===== config.mk =====
export PLATFORM = sky130hd
export DESIGN_NAME = mem_ctrl_seq_flat
export DESIGN_NICKNAME = d
export VERILOG_FILES = /design/src/rtl/mem_ctrl_seq_pkg.sv /design/src/rtl/mem_ctrl_seq_if.sv /design/src/rtl/mem_burst_channel.sv /design/src/rtl/mem_ctrl_seq.sv /design/src/flat_wrapper.sv
export SDC_FILE = /design/constraint.sdc
export NUM_CORES = 1
export LEC_CHECK = 0
export BUFFER_PORTS_ARGS = -buffer_cell sky130_fd_sc_hd__clkbuf_2
export CORE_AREA = 2 2 132 134
export CTS_BUF_LIST = sky130_fd_sc_hd__clkbuf_4 sky130_fd_sc_hd__clkbuf_8 sky130_fd_sc_hd__clkbuf_16
export DETAILED_ROUTE_END_ITERATION = 10
export DIE_AREA = 0 0 134 136
export PLACE_DENSITY = 0.45
export SETUP_SLACK_MARGIN = 0.15
export SLEW_MARGIN = 20
export SYNTH_ARGS = -nofsm -noshare
export SYNTH_HDL_FRONTEND = slang
export SYNTH_SLANG_ARGS = --single-unit

===== constraint.sdc =====
create_clock -name clk -period 2.05 [get_ports clk]
set_input_delay 0.205 -clock clk [delete_from_list [all_inputs] [get_ports clk]]
set_output_delay 0.205 -clock clk [all_outputs]
set_load 0.05 [all_outputs]

===== src/rtl/mem_ctrl_seq_pkg.sv =====
// rtl/mem_ctrl_seq_pkg.sv - register map, bit positions and sequencer state type
package mem_ctrl_seq_pkg;

    // Channel c occupies bytes [c*CH_STRIDE, c*CH_STRIDE + 0xF]
    localparam logic [7:0] CH_STRIDE  = 8'h10;
    localparam logic [7:0] ID_ADDR    = 8'hF0;

    // Byte offsets inside a channel window
    localparam logic [3:0] OFF_CTRL   = 4'h0;
    localparam logic [3:0] OFF_STATUS = 4'h4;
    localparam logic [3:0] OFF_CFG    = 4'h8;
    localparam logic [3:0] OFF_ERROR  = 4'hC;

    // CTRL bits
    localparam int CTRL_START     = 0;
    localparam int CTRL_MODE_LSB  = 1;
    localparam int CTRL_ABORT     = 5;
    localparam int MODE_W         = 4;

    // STATUS bits
    localparam int STATUS_BUSY    = 0;
    localparam int STATUS_DONE    = 1;

    // CFG layout: burst length at [BLEN_W-1:0], latency from this bit up
    localparam int CFG_LAT_LSB    = 8;

    // ERROR bits
    localparam int ERR_ZERO_LEN   = 0;
    localparam int ERR_BUSY_START = 1;
    localparam int ERR_ABORT      = 2;
    localparam int ERR_W          = 3;

    typedef enum logic [1:0] {
        ST_IDLE     = 2'd0,
        ST_WAIT_LAT = 2'd1,
        ST_BURST    = 2'd2,
        ST_DONE     = 2'd3
    } seq_state_e;

endpackage


===== src/rtl/mem_ctrl_seq_if.sv =====
// rtl/mem_ctrl_seq_if.sv - CSR port and per-channel memory beat handshake bundle
// master: CSR host / memory datapath side; slave: the controller.
interface mem_ctrl_seq_if #(
    parameter int NUM_CH = 2
);
    logic                  csr_wr_en;
    logic                  csr_rd_en;
    logic [7:0]            csr_addr;
    logic [31:0]           csr_wr_data;
    logic [31:0]           csr_rd_data;
    logic                  csr_rd_valid;
    logic [NUM_CH-1:0]     mem_start;
    logic [4*NUM_CH-1:0]   mem_mode;
    logic [NUM_CH-1:0]     mem_beat_valid;
    logic [NUM_CH-1:0]     mem_beat_ready;
    logic [NUM_CH-1:0]     mem_beat_last;
    logic [NUM_CH-1:0]     mem_busy;
    logic                  error_flag;

    modport master (
        output csr_wr_en, csr_rd_en, csr_addr, csr_wr_data, mem_beat_ready,
        input  csr_rd_data, csr_rd_valid, mem_start, mem_mode, mem_beat_valid,
        input  mem_beat_last, mem_busy, error_flag
    );

    modport slave (
        input  csr_wr_en, csr_rd_en, csr_addr, csr_wr_data, mem_beat_ready,
        output csr_rd_data, csr_rd_valid, mem_start, mem_mode, mem_beat_valid,
        output mem_beat_last, mem_busy, error_flag
    );
endinterface


===== src/rtl/mem_burst_channel.sv =====
// rtl/mem_burst_channel.sv - one channel: CTRL/STATUS/CFG/ERROR registers and burst FSM
// Ports: clk/rst_n; wr_en (write aimed at this channel), reg_sel (addr[3:2]), wr_data;
// beat_ready in; start/mode/beat_valid/beat_last/busy out; rd_word (selected register),
// err_any (OR of ERROR bits).
module mem_burst_channel
    import mem_ctrl_seq_pkg::*;
#(
    parameter int BLEN_W = 8,
    parameter int LAT_W  = 4
) (
    input  logic              clk,
    input  logic              rst_n,
    input  logic              wr_en,
    input  logic [1:0]        reg_sel,
    input  logic [31:0]       wr_data,
    input  logic              beat_ready,
    output logic              start,
    output logic [MODE_W-1:0] mode,
    output logic              beat_valid,
    output logic              beat_last,
    output logic              busy,
    output logic [31:0]       rd_word,
    output logic              err_any
);
    seq_state_e         state_q, state_d;
    logic [LAT_W-1:0]   lat_q, lat_d, cnt_q, cnt_d;
    logic [BLEN_W-1:0]  len_q, len_d, rem_q, rem_d;
    logic [MODE_W-1:0]  mode_q, mode_d, snap_mode_q, snap_mode_d;
    logic               done_q, done_d, start_q, start_d;
    logic [ERR_W-1:0]   err_q, err_d, err_set;
    logic               done_set;

    logic ctrl_wr, status_wr, cfg_wr, error_wr, go, abort;
    assign ctrl_wr   = wr_en && (reg_sel == OFF_CTRL[3:2]);
    assign status_wr = wr_en && (reg_sel == OFF_STATUS[3:2]);
    assign cfg_wr    = wr_en && (reg_sel == OFF_CFG[3:2]);
    assign error_wr  = wr_en && (reg_sel == OFF_ERROR[3:2]);
    assign go        = ctrl_wr && wr_data[CTRL_START];
    assign abort     = ctrl_wr && wr_data[CTRL_ABORT];

    always_comb begin
        state_d     = state_q;
        cnt_d       = cnt_q;
        rem_d       = rem_q;
        snap_mode_d = snap_mode_q;
        start_d     = 1'b0;
        err_set     = '0;
        done_set    = 1'b0;
        len_d       = cfg_wr  ? wr_data[BLEN_W-1:0] : len_q;
        lat_d       = cfg_wr  ? wr_data[CFG_LAT_LSB +: LAT_W] : lat_q;
        mode_d      = ctrl_wr ? wr_data[CTRL_MODE_LSB +: MODE_W] : mode_q;

        case (state_q)
            ST_IDLE: begin
                if (go && !abort) begin
                    if (len_q == '0) begin
                        err_set[ERR_ZERO_LEN] = 1'b1;
                    end else begin
                        // Mode comes from the same CTRL write that carries start
                        snap_mode_d = wr_data[CTRL_MODE_LSB +: MODE_W];
                        rem_d       = len_q;
                        start_d     = 1'b1;
                        if (lat_q == '0) begin
                            state_d = ST_BURST;
                        end else begin
                            state_d = ST_WAIT_LAT;
                            cnt_d   = lat_q;
                        end
                    end
                end
            end
            ST_WAIT_LAT: begin
                // Count of 1 is the final wait cycle, so latency L gives L wait cycles
                if (cnt_q == LAT_W'(1)) state_d = ST_BURST;
                else                    cnt_d   = cnt_q - LAT_W'(1);
            end
            ST_BURST: begin
                if (beat_ready) begin
                    rem_d = rem_q - BLEN_W'(1);
                    if (rem_q == BLEN_W'(1)) state_d = ST_DONE;
                end
            end
            ST_DONE: begin
                state_d  = ST_IDLE;
                done_set = 1'b1;
            end
            default: state_d = ST_IDLE;
        endcase

        // Abort overrides everything, including a start in the same write
        if (state_q != ST_IDLE) begin
            if (abort) begin
                state_d             = ST_IDLE;
                err_set[ERR_ABORT]  = 1'b1;
                done_set            = 1'b0;
            end else if (go) begin
                err_set[ERR_BUSY_START] = 1'b1;
            end
        end

        // W1C clear first, hardware set last so set wins on a collision
        done_d = (done_q & ~(status_wr & wr_data[STATUS_DONE])) | done_set;
        err_d  = (err_q & ~(error_wr ? wr_data[ERR_W-1:0] : '0)) | err_set;
    end

    always_ff @(posedge clk or negedge rst_n) begin
        if (!rst_n) begin
            state_q     <= ST_IDLE;
            cnt_q       <= '0;
            rem_q       <= '0;
            lat_q       <= '0;
            len_q       <= '0;
            mode_q      <= '0;
            snap_mode_q <= '0;
            done_q      <= 1'b0;
            start_q     <= 1'b0;
            err_q       <= '0;
        end else begin
            state_q     <= state_d;
            cnt_q       <= cnt_d;
            rem_q       <= rem_d;
            lat_q       <= lat_d;
            len_q       <= len_d;
            mode_q      <= mode_d;
            snap_mode_q <= snap_mode_d;
            done_q      <= done_d;
            start_q     <= start_d;
            err_q       <= err_d;
        end
    end

    assign start      = start_q;
    assign mode       = snap_mode_q;
    assign beat_valid = (state_q == ST_BURST);
    assign beat_last  = beat_valid && (rem_q == BLEN_W'(1));
    assign busy       = (state_q != ST_IDLE);
    assign err_any    = |err_q;

    always_comb begin
        rd_word = '0;
        case (reg_sel)
            OFF_CTRL[3:2]:   rd_word[CTRL_MODE_LSB +: MODE_W] = mode_q;
            OFF_STATUS[3:2]: begin
                rd_word[STATUS_BUSY] = busy;
                rd_word[STATUS_DONE] = done_q;
            end
            OFF_CFG[3:2]: begin
                rd_word[BLEN_W-1:0]              = len_q;
                rd_word[CFG_LAT_LSB +: LAT_W]    = lat_q;
            end
            default:         rd_word[ERR_W-1:0] = err_q;
        endcase
    end

endmodule


===== src/rtl/mem_ctrl_seq.sv =====
// rtl/mem_ctrl_seq.sv - multi-channel burst sequencer: CSR decode, read mux, error OR
// Ports: clk, rst_n (async active-low), bus (mem_ctrl_seq_if.slave: CSR port plus
// per-channel mem_start/mem_mode/mem_beat_* /mem_busy and error_flag).
module mem_ctrl_seq
    import mem_ctrl_seq_pkg::*;
#(
    parameter int          NUM_CH   = 2,
    parameter int          BLEN_W   = 8,
    parameter int          LAT_W    = 4,
    parameter logic [31:0] ID_VALUE = 32'h1234_AB02
) (
    input  logic        clk,
    input  logic        rst_n,
    mem_ctrl_seq_if.slave bus
);
    logic              ch_space;
    logic [31:0]       ch_rd [NUM_CH];
    logic [NUM_CH-1:0] ch_err;
    logic [31:0]       rd_mux;
    logic [31:0]       csr_rd_data_q, csr_rd_data_d;
    logic              csr_rd_valid_q, csr_rd_valid_d;
    logic              error_flag_q, error_flag_d;

    // Word-aligned address inside an implemented channel window
    assign ch_space = (32'(bus.csr_addr[7:4]) < 32'(NUM_CH)) && (bus.csr_addr[1:0] == 2'b00);

    for (genvar c = 0; c < NUM_CH; c++) begin : g_ch
        logic ch_sel;
        assign ch_sel = ch_space && (bus.csr_addr[7:4] == 4'(c));

        mem_burst_channel #(
            .BLEN_W (BLEN_W),
            .LAT_W  (LAT_W)
        ) u_ch (
            .clk        (clk),
            .rst_n      (rst_n),
            .wr_en      (bus.csr_wr_en && ch_sel),
            .reg_sel    (bus.csr_addr[3:2]),
            .wr_data    (bus.csr_wr_data),
            .beat_ready (bus.mem_beat_ready[c]),
            .start      (bus.mem_start[c]),
            .mode       (bus.mem_mode[c*MODE_W +: MODE_W]),
            .beat_valid (bus.mem_beat_valid[c]),
            .beat_last  (bus.mem_beat_last[c]),
            .busy       (bus.mem_busy[c]),
            .rd_word    (ch_rd[c]),
            .err_any    (ch_err[c])
        );
    end

    // Read mux samples pre-write register values, so a same-cycle write is not visible
    always_comb begin
        rd_mux = '0;
        if (bus.csr_addr == ID_ADDR) rd_mux = ID_VALUE;
        for (int c = 0; c < NUM_CH; c++) begin
            if (ch_space && (bus.csr_addr[7:4] == 4'(c))) rd_mux = ch_rd[c];
        end
        csr_rd_data_d  = bus.csr_rd_en ? rd_mux : csr_rd_data_q;
        csr_rd_valid_d = bus.csr_rd_en;
        error_flag_d   = |ch_err;
    end

    always_ff @(posedge clk or negedge rst_n) begin
        if (!rst_n) begin
            csr_rd_data_q  <= '0;
            csr_rd_valid_q <= 1'b0;
            error_flag_q   <= 1'b0;
        end else begin
            csr_rd_data_q  <= csr_rd_data_d;
            csr_rd_valid_q <= csr_rd_valid_d;
            error_flag_q   <= error_flag_d;
        end
    end

    assign bus.csr_rd_data  = csr_rd_data_q;
    assign bus.csr_rd_valid = csr_rd_valid_q;
    assign bus.error_flag   = error_flag_q;

endmodule


===== src/flat_wrapper.sv =====
// flat-port wrapper written by rule: the top's interface ports become plain ports
module mem_ctrl_seq_flat import mem_ctrl_seq_pkg::*;
#(
    parameter int          NUM_CH   = 2,
    parameter int          BLEN_W   = 8,
    parameter int          LAT_W    = 4,
    parameter logic [31:0] ID_VALUE = 32'h1234_AB02
)
  (clk, rst_n, bus_csr_wr_en, bus_csr_rd_en, bus_csr_addr, bus_csr_wr_data, bus_mem_beat_ready, bus_csr_rd_data, bus_csr_rd_valid, bus_mem_start, bus_mem_mode, bus_mem_beat_valid, bus_mem_beat_last, bus_mem_busy, bus_error_flag);
  mem_ctrl_seq_if #(.NUM_CH(NUM_CH)) bus_i ();
  input  logic clk;
  input  logic rst_n;
  input wire logic [$bits(bus_i.csr_wr_en)-1:0] bus_csr_wr_en;
  input wire logic [$bits(bus_i.csr_rd_en)-1:0] bus_csr_rd_en;
  input wire logic [$bits(bus_i.csr_addr)-1:0] bus_csr_addr;
  input wire logic [$bits(bus_i.csr_wr_data)-1:0] bus_csr_wr_data;
  input wire logic [$bits(bus_i.mem_beat_ready)-1:0] bus_mem_beat_ready;
  output wire logic [$bits(bus_i.csr_rd_data)-1:0] bus_csr_rd_data;
  output wire logic [$bits(bus_i.csr_rd_valid)-1:0] bus_csr_rd_valid;
  output wire logic [$bits(bus_i.mem_start)-1:0] bus_mem_start;
  output wire logic [$bits(bus_i.mem_mode)-1:0] bus_mem_mode;
  output wire logic [$bits(bus_i.mem_beat_valid)-1:0] bus_mem_beat_valid;
  output wire logic [$bits(bus_i.mem_beat_last)-1:0] bus_mem_beat_last;
  output wire logic [$bits(bus_i.mem_busy)-1:0] bus_mem_busy;
  output wire logic [$bits(bus_i.error_flag)-1:0] bus_error_flag;
  assign bus_i.csr_wr_en = bus_csr_wr_en;
  assign bus_i.csr_rd_en = bus_csr_rd_en;
  assign bus_i.csr_addr = bus_csr_addr;
  assign bus_i.csr_wr_data = bus_csr_wr_data;
  assign bus_i.mem_beat_ready = bus_mem_beat_ready;
  assign bus_csr_rd_data = bus_i.csr_rd_data;
  assign bus_csr_rd_valid = bus_i.csr_rd_valid;
  assign bus_mem_start = bus_i.mem_start;
  assign bus_mem_mode = bus_i.mem_mode;
  assign bus_mem_beat_valid = bus_i.mem_beat_valid;
  assign bus_mem_beat_last = bus_i.mem_beat_last;
  assign bus_mem_busy = bus_i.mem_busy;
  assign bus_error_flag = bus_i.error_flag;
  mem_ctrl_seq #(.NUM_CH(NUM_CH), .BLEN_W(BLEN_W), .LAT_W(LAT_W), .ID_VALUE(ID_VALUE)) u_core (.clk(clk), .rst_n(rst_n), .bus(bus_i));
endmodule

==> results of run 1 <==
[worst min-delay path by stage]
stage                                   end  cells after the start  slack [ns]           startpoint
3_5_place_dp   u_core.g_ch[0].u_ch.rem_q[4]                      1        0.24                rst_n
3_3_place_gp   u_core.g_ch[0].u_ch.rem_q[4]                      1        0.23                rst_n
4_1_cts        u_core.g_ch[1].u_ch.lat_q[3]                      2        0.11  bus_csr_wr_data[11]
5_1_grt        u_core.g_ch[1].u_ch.lat_q[3]                      2        0.11  bus_csr_wr_data[11]
6_report       u_core.g_ch[1].u_ch.len_q[6]                      2        0.11   bus_csr_wr_data[6]
2_1_floorplan     u_core.bus.csr_rd_data[0]                      0       -0.09                rst_n
[where the power goes]
group	switching, mW	internal, mW
clock	0.742	0.870
sequential	0.154	2.01
combinational	0.638	0.439
[state kept, by name, indices dropped and copies added, names as in the netlist, 2 cells and up]
name	flops
u_core.g_ch.u_ch.state_q	4
u_core.g_ch.u_ch.len_q	16
u_core.g_ch.u_ch.mode_q	8
u_core.g_ch.u_ch.start	2
u_core.g_ch.u_ch.rem_q	16
u_core.g_ch.u_ch.done_q	2
u_core.g_ch.u_ch.err_q	6
u_core.g_ch.u_ch.mode	8
u_core.g_ch.u_ch.lat_q	8
u_core.g_ch.u_ch.cnt_q	8
u_core.bus.csr_rd_data	13
[logic make-up (layout without fill, tap and decap cells)]
family | Yosys count | after routing | synth area share, %
adder cells (fa/ha/maj) | 8 | 8 | 2.02
AND/OR/NAND/NOR | 152 | 152 | 16.1
multiplexers | 51 | 51 | 11.9
buffers and inverters | 65 | 147 | 7.43
flip-flops | 93 | 93 | 46.9
AO/OA/AOI/OAI | 105 | 106 | 15.1
other | 1 | 13 | 0.0755
XOR/XNOR | 3 | 3 | 0.529
[worst max-delay path: stages (launching register included)]
cell and delay (ns):
dfrtp_1 0.38, or4_4 0.55, or2_4 0.33, nand3_4 0.13, o21ai_0 0.09, a221o_1 0.29
[Yosys cell counts, drive strengths merged, types with 3 or more instances]
library cell	number
mux2i	5
or3	5
nor3	10
a21oi	33
mux2	44
nor4	3
or4	4
o31ai	3
a31o	4
o22ai	18
buf	34
and2	4
nand3	14
nor2b	5
a32o	4
nand2b	9
ha	8
and3	6
inv	23
dfrtp	93
clkbuf	7
o2bb2ai	4
o21ai	12
nand4	3
nor2	33
nand2	47
a22oi	7
[layout make-up]
class                      count  area [um2]  area share [%]
multi-input combinational    333        2400            39.3
clock inverter                 5        36.3           0.593
sequential                    93        2330            38.0
clock buffer                  11         246            4.03
inverter                      24        90.1            1.47
timing repair buffer         107         733            12.0
tap                          225         282            4.60
[per-layer routing]
layer  vias to the layer above  wire length, um  global-route usage [%]
met3                        15              474                    2.31
met5                         -                0                       0
met1                      1927             6360                    20.1
li1                       1864                -                       -
met2                        82             6350                    25.0
met4                         0              238                    5.97
[metrics by stage]
stage	instances	cell area (um2)	power (mW)	worst slack, ns
global placement	776	5690	3.20	0.0834
CTS	794	6020	4.88	0.128
global route	798	6120	5.14	0.0663
detailed placement	776	5690	3.22	0.0507
floorplan	490	5010	2.87	0.178
finish	798	6120	4.85	0.160
[what timing repair did]
| item | in CTS | in global routing |
|---|---|---|
| gates cloned | 0 | 1 |
| hold buffers | 1 | 0 |
| resized for setup | 7 | 20 |
| setup buffers | 1 | 3 |
| pin swaps | 1 | 7 |
| setup endpoints to repair | 19 | 24 |
| endpoints found under the hold margin | 37 | 0 |
==> summary.md, run 1 <==
| Metric | Value |
|---|---|
| Critical path arrival | `2.12 ns` |
| Final worst path period need | `1.89 ns` |
| GRT Total Usage | `15.2%` |
| Max Freq | `0.529 GHz` |
| Period utilization | `92.2%` |
| Setup Skew | `0.00669 ns` |
| WL/cell | `16.8 um` |
| Drt first-iter violations | `202` |
| DR vias | `3888` |
| Post-synth top area share | `46.9%` |
| Initial antenna violation count | `0` |
| Leakage power | `2.83 nW` |
| FILL cells | `1690` |
| Worst-Skew Late Latency | `0.35 ns` |
| Antenna Nets Post-Route | `0` |
| FF-to-FF path depth | `5` |
| Antenna cell count | `0` |
| Result of the run | `finished, final reports clean` |
| CTS tree | `yes` |
| GP Congestion | `0.818` |
| Post-synthesis cell count | `478` |
| Rows | `48` |
| Register area share after synthesis | `46.9%` |
| Count of warnings emitted by yosys | `0` |
| Mapped Area | `4970 um2` |
| Async set-reset flop share out of synthesis | `100%` |
| Layout area overhead | `23.2%` |
| Crit path capture | `u_core.g_ch[1].u_ch.rem_q[0]` |
| Nets | `622` |
| Seq cells post-synth | `93` |
| EDFF count, synth | `0` |
| Setup crit end kind | `flop` |
| Hpwl dp | `9910 um` |
| WP data required | `2.28 ns` |
| Reg-to-reg endpoint | `u_core.g_ch[1].u_ch.rem_q[0]` |
| DIE AREA | `18200 um2` |
| Yosys top cell by area | `dfrtp_1` |
| Critical path class | `flop to flop` |
| Chip height | `136 um` |
| Netlist cell types | `68` |
| CTS clock-pin slew for the worst setup and hold paths | `0.07 ns` |
| HP Class | `input pin to flop` |
| Core Area | `16900 um2` |
| Die Span X | `134 um` |
| Reg2reg setup slack | `0.16 ns` |
| Final setup fails | `0` |
| Max-Slew Margin vs Limit | `62.5%` |
| Share of layout cells above drive strength 1 | `36.3%` |
| Max-slew violation count | `0` |
| # port buffers | `62` |
| Detailed Route WL | `13400 um` |
| CTS Buf Count | `9` |
| CP Max Fanout | `6` |
| Synth Flop Type | `dfrtp_1` |
| Setup_tns | `0 ns` |
| Peak supply drop | `0.000372 V` |
| Vias per cell | `4.87` |
| Hold slack final | `0.112 ns` |
| # H-tree levels | `3` |
| FF-to-FF Start | `u_core.g_ch[1].u_ch.len_q[4]` |
| CTS Root Buffer Type | `clkbuf_16` |
| First-pass GRT wire length | `21000 um` |
| Worst slew pin tran | `0.559 ns` |
| Maxcap violations | `0` |
| Clock Path Buffers | `2` |
| Vias in the first global route | `3822` |
| P per Cell Area | `793 nW/um2` |
| First-pass DRT Iterations | `4` |
| Largest net degree at the start of global routing | `40` |
| Hold Fails Final Rpt | `0` |
| Critical Path Start Type | `flop` |
| CP Launch Point | `u_core.g_ch[1].u_ch.len_q[4]` |
| Remaining DRCs | `0` |
| RSZ-0062 raised after global routing | `yes` |
| Top post-synthesis cells by area | `dfrtp_1 47%, mux2_2 10%, buf_4 4.2%` |
| Overflow after GRT | `0` |
| Mapped Avg Cell Area | `10.4 um2` |
| CTS sink cnt | `93` |
| Top Ports | `96` |
| Commonest non-fill, non-tap cell in the layout | `dfrtp_1` |
| Post-layout util | `36.2%` |
| Commonest non-fill, non-tap cells in the layout | `93 x dfrtp_1, 58 x clkbuf_2, 47 x nand2_1, 44 x mux2_2, 40 x buf_4` |
| Starting Density | `29.4%` |
(Power assumes the default switching activity.)
==> inputs of run 2 (changes only) <==
--- a/config.mk
+++ b/config.mk
@@ -6,12 +6,13 @@
 export NUM_CORES = 1
 export LEC_CHECK = 0
 export BUFFER_PORTS_ARGS = -buffer_cell sky130_fd_sc_hd__clkbuf_2
-export CORE_AREA = 2 2 132 134
+export CORE_AREA = 2 2 109 163
 export CTS_BUF_LIST = sky130_fd_sc_hd__clkbuf_4 sky130_fd_sc_hd__clkbuf_8 sky130_fd_sc_hd__clkbuf_16
 export DETAILED_ROUTE_END_ITERATION = 10
-export DIE_AREA = 0 0 134 136
+export DIE_AREA = 0 0 111 165
 export PLACE_DENSITY = 0.45
 export SETUP_SLACK_MARGIN = 0.15
+export SKIP_CTS_REPAIR_TIMING = 1
 export SLEW_MARGIN = 20
 export SYNTH_ARGS = -nofsm -noshare
 export SYNTH_HDL_FRONTEND = slang
==> run 2 against run 1 <==
Clock power barely moved. Critical path depth stayed put. Non-clock buffer count is 3 higher. Sequential share of layout area is 0.075 points higher. Critical path type unchanged. Largest cell class unchanged.
==> summary.md, run 2 (synthesis gave the netlist of run 1 again) <==
| Metric | Value |
|---|---|
| CTS clock-pin slew for the worst setup and hold paths | `0.07 ns (about the same)` |
| Fin cells | `787 (-1.4%)` |
| CP Max Fanout | `6 (unchanged)` |
| RSZ-0062 raised after global routing | `yes` |
| Critical path cell sequence | `or4_4, or2_4, nand3_1, a211oi_1, a211oi_1` |
| CTS sink cnt | `93 (unchanged)` |
| Max-Slew Margin vs Limit | `55.9% (-6.6 points)` |
| WL met1 | `5650 um (-11%)` |
| Detailed Route WL | `13500 um (+0.39%)` |
| FF-to-FF path depth | `5 (unchanged)` |
| Fin area | `6110 um2 (-0.14%)` |
| Overflow after GRT | `0 (unchanged)` |
| CP max stage cell | `or4_4` |
| Starting Density | `29.6% (+0.20 points)` |
| Hold slack final | `0.114 ns (+0.00216 ns)` |
| HP Class | `input pin to flop` |
| Hpwl dp | `10100 um (+2.0%)` |
| Antenna cell count | `0 (unchanged)` |
| Setup_tns | `0 ns (unchanged)` |
| Setup Skew | `0.0106 ns (+0.00390 ns)` |
| Share of layout cells above drive strength 1 | `36.2% (-0.078 points)` |
| Post-layout util | `36.4% (+0.19 points)` |
| Largest net degree at the start of global routing | `47 (+18%)` |
| CTS Root Buffer Type | `clkbuf_16` |
| Core Area | `16800 um2 (-0.67%)` |
| Crit path top cell by count | `a211oi_1` |
| Total power | `4.90 mW (+0.96%)` |
| Max Freq | `0.532 GHz (+0.56%)` |
| # H-tree levels | `3 (unchanged)` |
| Final worst path period need | `1.88 ns (-0.0105 ns)` |
| GRT Total Usage | `14.6% (-0.53 points)` |
| Post-placement cell count | `760 (-2.1%)` |
| DR WL met2 | `7210 um (+14%)` |
| CP max stage delay | `0.55 ns (about the same)` |
| Worst-Skew Late Latency | `0.34 ns (about the same)` |
| DIE AREA | `18300 um2 (+0.50%)` |
| DR vias | `3842 (-1.2%)` |
| Rows | `58 (+21%)` |
| Clock Path Buffers | `2 (unchanged)` |
| WP data required | `2.29 ns (about the same)` |
| Vias per cell | `4.88 (+0.20%)` |
| Hold depth | `2 (unchanged)` |
| Setup crit end kind | `flop` |
| Chip height | `165 um (+21%)` |
| GP Congestion | `0.825 (+0.95%)` |
| Nets | `626 (+0.64%)` |
| Maxcap violations | `0 (unchanged)` |
| Routed wl met3 | `306 um (-35%)` |
| Layout area overhead | `23.0%` |
| Commonest non-fill, non-tap cell in the layout | `dfrtp_1` |
| WP buf/inv | `0 (unchanged)` |
| Period utilization | `91.7% (-0.51 points)` |
| First-pass GRT wire length | `20700 um (-1.6%)` |
| Final setup fails | `0 (unchanged)` |
| Die Span X | `111 um (-17%)` |
| Top Ports | `96 (unchanged)` |
| Peak supply drop | `0.000366 V (-1.7%)` |
| First-pass DRT Iterations | `4 (unchanged)` |
| P per Cell Area | `802 nW/um2 (+1.1%)` |
| Worst slew pin tran | `0.657 ns (+0.0987 ns)` |
| DR top layer | `met4` |
| WL/cell | `17.1 um (+1.8%)` |
| Remaining DRCs | `0 (unchanged)` |
| Post-route worst setup slack | `0.171 ns (+0.0105 ns)` |
| Result of the run | `finished, final reports clean` |
| Critical path arrival | `2.11 ns (about the same)` |
| Leakage power | `2.84 nW (+0.54%)` |
| Setup WS pre-CTS | `0.0717 ns (+0.0210 ns)` |
| Reg-to-reg endpoint | `u_core.g_ch[1].u_ch.cnt_q[0]` |
| FF-to-FF Start | `u_core.g_ch[1].u_ch.len_q[7]` |
| # port buffers | `62 (unchanged)` |
| Drt first-iter violations | `148 (-27%)` |
| CP delay by family, top | `simple AND/OR/NAND/NOR gates` |
| DP Area | `5640 um2 (-0.90%)` |
| Initial antenna violation count | `0 (unchanged)` |
| Vias in the first global route | `3762 (-1.6%)` |
| Hold Fails Final Rpt | `0 (unchanged)` |
| Reg2reg setup slack | `0.17 ns (about the same)` |
| Critical path class | `flop to flop` |
| WHS Endpoint | `u_core.g_ch[0].u_ch.lat_q[0]` |
| Antenna Nets Post-Route | `0 (unchanged)` |
| Max-slew violation count | `0 (unchanged)` |
| Commonest non-fill, non-tap cells in the layout | `92 x dfrtp_1, 57 x clkbuf_2, 47 x nand2_1, 45 x buf_4, 44 x mux2_2` |
| Critical Path Start Type | `flop` |
| CTS Buf Count | `9 (unchanged)` |
| CTS tree | `yes` |
| Worst Min Path Start | `bus_csr_wr_data[8]` |
-- run 2: cell type report --
type / instances / area, um2
fillers: 1724 / 10700
multi-input cells: 334 / 2410
flip-flops and latches: 93 / 2330
repair buffers: 110 / 731
well taps: 210 / 263
clock buffers: 11 / 246
inverters: 24 / 90.1
clock inverters: 5 / 41.3
-- run 2: worst max-delay path by stage --
stage / start / cells past startpoint / endpoint / slack [ns]
2_1_floorplan: u_core.g_ch[1].u_ch.len_q[3] / 6 / u_core.g_ch[1].u_ch.rem_q[1] / 0.18
5_1_grt: u_core.g_ch[1].u_ch.len_q[7] / 5 / u_core.g_ch[1].u_ch.rem_q[7] / 0.10
4_1_cts: u_core.g_ch[0].u_ch.rem_q[2] / 4 / bus_mem_beat_last[0] / 0.04
3_5_place_dp: bus_csr_addr[1] / 6 / u_core.g_ch[0].u_ch.rem_q[0] / 0.07
3_3_place_gp: bus_csr_addr[1] / 6 / u_core.g_ch[0].u_ch.rem_q[0] / 0.05
6_report: u_core.g_ch[1].u_ch.len_q[7] / 5 / u_core.g_ch[1].u_ch.cnt_q[0] / 0.17
-- run 2: report_power, final --
group	internal [mW]	total [mW]	leakage, nW	switching (mW)
clock	0.885	1.63	0.142	0.743
combinational	0.442	1.09	1.45	0.648
sequential	2.01	2.18	1.25	0.172
-- run 2: metal layers --
layer	GRT usage (%)	up-vias
li1	-	1885
met1	17.4	1887
met2	25.9	54
met3	2.61	16
met4	6.31	0
met5	0	-
-- run 2: worst reg2reg max path, stage by stage, from the launching register on --
cell and delay, ns:
dfrtp_1 0.39, or4_4 0.55, or2_4 0.32, nand3_1 0.18
a211oi_1 0.10, a211oi_1 0.23
